## src/rtl/hazard_stall_controller.sv

```systemverilog
// Hazard stall/freeze/flush sequencer for the five-stage RV32I pipeline.
// Arbitrates memory wait, MUL/DIV wait, branch squash and load-use bubbles.
module hazard_stall_controller #(
  parameter int CNT_W = 32
) (
  input  logic             clk,
  input  logic             rst_n,
  input  logic             ID_EX_MemRead,
  input  logic [4:0]       ID_EX_rd,
  input  logic [4:0]       IF_ID_rs1,
  input  logic [4:0]       IF_ID_rs2,
  input  logic             branch_taken,
  input  logic             ID_EX_mdu,
  input  logic             mdu_done,
  input  logic             mem_req,
  input  logic             mem_ready,
  output logic             pc_write,
  output logic             IF_ID_write,
  output logic             IF_ID_flush,
  output logic             ID_EX_write,
  output logic             ID_EX_flush,
  output logic             EX_MEM_write,
  output logic             EX_MEM_flush,
  output logic             MEM_WB_flush,
  output logic             mdu_start,
  output logic [CNT_W-1:0] stall_count
);

  localparam logic [1:0] ST_RUN      = 2'd0;
  localparam logic [1:0] ST_MDU_WAIT = 2'd1;
  localparam logic [1:0] ST_MEM_WAIT = 2'd2;

  // Control vector, MSB first:
  // pc_write, IF_ID_write, IF_ID_flush, ID_EX_write, ID_EX_flush,
  // EX_MEM_write, EX_MEM_flush, MEM_WB_flush, mdu_start
  localparam logic [8:0] CTL_ADVANCE   = 9'b110101000;
  localparam logic [8:0] CTL_MEM_FRZ   = 9'b000000010;
  localparam logic [8:0] CTL_MDU_START = 9'b000001101;
  localparam logic [8:0] CTL_MDU_HOLD  = 9'b000001100;
  localparam logic [8:0] CTL_BRANCH    = 9'b111111000;
  localparam logic [8:0] CTL_LOAD_USE  = 9'b000111000;
  localparam logic [8:0] CTL_RESET     = 9'b000000000;

  logic [1:0]       state_q, state_d;
  logic [CNT_W-1:0] stall_count_q, stall_count_d;
  logic [8:0]       ctl_s;
  logic [8:0]       ctl_out_s;
  logic             mem_wait_s;
  logic             load_use_s;

  // Hazard detection terms
  always_comb begin
    mem_wait_s = mem_req && !mem_ready;
    load_use_s = ID_EX_MemRead && (ID_EX_rd != 5'd0) &&
                 ((ID_EX_rd == IF_ID_rs1) || (ID_EX_rd == IF_ID_rs2));
  end

  // Next-state and pipeline control selection by priority
  always_comb begin
    state_d = state_q;
    ctl_s   = CTL_ADVANCE;
    case (state_q)
      ST_MDU_WAIT: begin
        // A memory freeze stalls the MDU wait in place; the MDU is not restarted.
        if (mem_wait_s) begin
          ctl_s   = CTL_MEM_FRZ;
          state_d = ST_MDU_WAIT;
        end else if (mdu_done) begin
          ctl_s   = CTL_ADVANCE;
          state_d = ST_RUN;
        end else begin
          ctl_s   = CTL_MDU_HOLD;
          state_d = ST_MDU_WAIT;
        end
      end
      ST_RUN, ST_MEM_WAIT: begin
        // The release cycle of a memory wait arbitrates exactly like RUN.
        if (mem_wait_s) begin
          ctl_s   = CTL_MEM_FRZ;
          state_d = ST_MEM_WAIT;
        end else if (ID_EX_mdu) begin
          ctl_s   = CTL_MDU_START;
          state_d = ST_MDU_WAIT;
        end else if (branch_taken) begin
          ctl_s   = CTL_BRANCH;
          state_d = ST_RUN;
        end else if (load_use_s) begin
          ctl_s   = CTL_LOAD_USE;
          state_d = ST_RUN;
        end else begin
          ctl_s   = CTL_ADVANCE;
          state_d = ST_RUN;
        end
      end
      default: begin
        ctl_s   = CTL_MEM_FRZ;
        state_d = ST_RUN;
      end
    endcase
  end

  // Outputs are forced quiet while reset is asserted
  always_comb begin
    if (rst_n) begin
      ctl_out_s = ctl_s;
    end else begin
      ctl_out_s = CTL_RESET;
    end
  end

  assign pc_write     = ctl_out_s[8];
  assign IF_ID_write  = ctl_out_s[7];
  assign IF_ID_flush  = ctl_out_s[6];
  assign ID_EX_write  = ctl_out_s[5];
  assign ID_EX_flush  = ctl_out_s[4];
  assign EX_MEM_write = ctl_out_s[3];
  assign EX_MEM_flush = ctl_out_s[2];
  assign MEM_WB_flush = ctl_out_s[1];
  assign mdu_start    = ctl_out_s[0];

  // Saturating count of cycles in which the PC is held
  always_comb begin
    if (!ctl_out_s[8] && (stall_count_q != {CNT_W{1'b1}})) begin
      stall_count_d = stall_count_q + {{(CNT_W-1){1'b0}}, 1'b1};
    end else begin
      stall_count_d = stall_count_q;
    end
  end

  assign stall_count = stall_count_q;

  // State and counter registers
  always_ff @(posedge clk or negedge rst_n) begin
    if (!rst_n) begin
      state_q       <= ST_RUN;
      stall_count_q <= {CNT_W{1'b0}};
    end else begin
      state_q       <= state_d;
      stall_count_q <= stall_count_d;
    end
  end

endmodule

```

## config.mk

```make
export PLATFORM = sky130hd
export DESIGN_NAME = hazard_stall_controller
export DESIGN_NICKNAME = d
export VERILOG_FILES = /design/src/rtl/hazard_stall_controller.sv
export SDC_FILE = /design/constraint.sdc
export NUM_CORES = 1
export LEC_CHECK = 0
export BUFFER_PORTS_ARGS = -buffer_cell sky130_fd_sc_hd__buf_4
export CAP_MARGIN = 30
export CORE_MARGIN = 5
export CORE_UTILIZATION = 54
export DETAILED_ROUTE_END_ITERATION = 7
export HOLD_SLACK_MARGIN = 0.08
export PLACE_DENSITY_LB_ADDON = 0.2
export SLEW_MARGIN = 15
export SYNTH_ARGS = -nofsm -noshare
export SYNTH_HDL_FRONTEND = slang
export SYNTH_SLANG_ARGS = --single-unit
export TNS_END_PERCENT = 10
```

## constraint.sdc

```tcl
create_clock -name clk -period 4.1 [get_ports clk]
set_clock_uncertainty 0.15 [all_clocks]
set_input_delay 0.82 -clock clk [delete_from_list [all_inputs] [get_ports clk]]
set_output_delay 0.82 -clock clk [all_outputs]
set_load 0.01 [all_outputs]
```

==> results.md <==
- Status: completed
- Adder-cell share of the synthesized area: 0.668%
- # diodes: 0
- Worst Path Arrival: 2.18 ns
- Clk sinks: 34
- CTS H-tree lvls: 2
- IO Port Bufs: 63
- Mux cell area share after synthesis: 0.601%
- Initial DRC Count: 95
- Nets@finish: 268
- Antenna violations before repair: 0
- Core area: 0.00334 mm2
- Synth cell types: 37
- # DRC: 0
- Non-filler instance count after layout: 290
- Util after Layout: 72.2%
- 1st-pass router iterations: 4
- Bufs and invs on worst path: 2
- Setup Viol. Count Final: 0
- Worst-path clk slew: 0.09 ns
- Simple-Gate Fraction of Synth Area: 27.6%
- Final Hold Fails: 0
- Number of global-route vias before repair: 1447
- Worst setup path startpoint: ID_EX_rd[1]
- Fmax: 0.318 GHz
- Static leakage: 1.13 nW
- Hold WS: 0.267 ns
- # rows: 21
- Fin area: 0.00241 mm2
- Critical path type: in -> out
- RePlAce Congestion: 0.765
- Crit path time final: 3.15 ns
- Most common cell type on the critical path: buf_4
- Detail Route Antenna Nets: 0
- Post-CTS Hold Fix Bufs: 0
- Die height: 68.9 um
- FFs w/ async S/R, synth: 100%
- TritonCTS Buffers: 5
- Critical path's largest stage delay: 0.53 ns
- Aggregate routed wire length: 4020 um
- Max-slew violations: 0
- Post-DP HPWL: 3090 um
- CP cell instances: buf_4 > or4_1 > o21ai_0 > o31a_1 > buf_4
- Peak supply drop: 0.000300 V
- DP Cell Count: 283
- RSZ-0062 raised after global routing: no
- Synth Instances: 178
- Max_slew headroom: 49.9%
- Setup WS post-layout: 0.952 ns
- Share of the yosys chip area belonging to registers: 45.4%
- # Post-CTS Setup Buffers: 0
- Syn avg cell area: 10.5 um2
- Compound-cell area share of the yosys netlist: 3.74%
- Synth-to-layout area growth: 28.5%
- CTS tree: built
- Vias: 1537
- Synthesized area: 0.00187 mm2
- CTS Buffer Depth: 2
- Root buf cell: clkbuf_4
- Pwr Density: 346 mW/mm2
- Largest net degree at the start of global routing: 37
- Hold WC Path Type: in -> async
- Pre-CTS worst setup slack: 0.955 ns
- WL/cell: 13.9 um
- GRT Total Usage: 18.6%
- Setup TNS: 0 ns
- Area after DPL: 0.00236 mm2
- Worst slew pin tran: 0.750 ns
- Worst path top cell family by delay: simple AND/OR/NAND/NOR gates
- # resized after CTS: 0
- YS warnings: 0
- Reg2reg start: stall_count[24]
- MaxCap Viol Count: 0
- Mean number of vias per cell: 5.30
- CP endpoint kind: output port
- Syn_nets: 202
- Worst setup SP type: input port
- First-pass GRT wire length: 6520 um
- Xor and xnor area share after synthesis: 19.2%
- Final Cycle Share: 76.8%
- Die area: 0.00475 mm2
- Required time of the critical path: 3.13 ns
- Total global routing overflow: 0
- Later-pin clock latency in the skew report: 0.34 ns
- Slowest cell on crit path: or4_1
- Die width: 68.9 um
- Starting density of the core: 56.2%
- EDFF count, synth: 0
- Critical path fanouts, max: 5
- Total power: 0.834 mW
- Ys flop type: dfrtp_1
- Largest family of logic cells by synthesized area: simple AND/OR/NAND/NOR gates
- # fillers: 252
- Num ports: 64
- Synth Register Bits: 34
- Ratio of cells with drive above 1 in the final layout: 35.2%
==> layer usage <==
metal | GRT usage, % | routed length (um) | vias to the layer above
li1 | - | - | 749
met1 | 25.4 | 1830 | 745
met2 | 28.7 | 1940 | 36
met3 | 4.05 | 193 | 7
met4 | 7.30 | 49 | 0
met5 | 0 | 0 | -
==> sequential cells by signal (all words and copies together), names as in the netlist <==
register and count:
stall_count 32, state_q 2
==> synth_stat cells, drive strengths merged, types with 3 or more instances <==
| library cell | number | area (um2) |
|---|---|---|
| nor3 | 7 | 46.3 |
| dfrtp | 34 | 851 |
| xnor2 | 27 | 236 |
| inv | 3 | 11.3 |
| nand2 | 12 | 45.0 |
| a21oi | 5 | 36.3 |
| and3 | 12 | 78.8 |
| nand3 | 14 | 85.1 |
| nor2 | 11 | 46.3 |
| buf | 4 | 41.3 |
| xor2 | 14 | 123 |
| nand4 | 13 | 103 |
==> power breakdown <==
part | switching [mW] | internal (mW) | total [mW] | leakage [nW]
Clock | 0.102 | 0.0645 | 0.166 | 0.0254
Sequential | 0.0594 | 0.376 | 0.435 | 0.447
Combinational | 0.108 | 0.125 | 0.233 | 0.663
Total | 0.269 | 0.565 | 0.834 | 1.13
==> cell type report <==
class | count | area [um2] | share of cell area (%)
Multi-Input combinational cell | 137 | 971 | 40.3
Tap cell | 46 | 57.6 | 2.39
Timing Repair Buffer | 63 | 473 | 19.6
Clock buffer | 7 | 45.0 | 1.87
Sequential cell | 34 | 851 | 35.3
Inverter | 3 | 11.3 | 0.468
==> worst paths after layout <==
check | endpoint | slack [ns] | depth (start not counted)
worst max-delay path | IF_ID_write | 0.95 | 5
worst min-delay path | stall_count[10] | 0.27 | 1
worst max register to register | stall_count[1] | 1.47 | 6
worst min register to register | stall_count[28] | 0.34 | 1
max in group asynchronous | stall_count[18] | 3.23 | 1
min in group clk | stall_count[28] | 0.34 | 1
==> placed cells by master, fill, tap and decap left out, drive strengths merged, types with 3 or more instances in the layout <==
cell type,netlist,routed
dfrtp,34,34
clkbuf,0,7
a21oi,5,5
inv,3,3
buf,4,63
xnor2,27,27
nand3,14,14
xor2,14,14
nor2,11,11
and3,12,12
nor3,7,7
nand2,12,12
nand4,13,13
==> cell families (layout without fill, tap and decap cells) <==
| kind of cell | after synthesis | count (layout) |
|---|---|---|
| AOI/OAI and AO/OA | 10 | 10 |
| xor gates and xnor gates | 41 | 41 |
| adders and majority gates | 1 | 1 |
| buffers and inverters | 7 | 73 |
| DFF | 34 | 34 |
| muxes | 1 | 1 |
| and+or+nand+nor | 84 | 84 |
No activity file was read; power rests on OpenSTA's default activity.
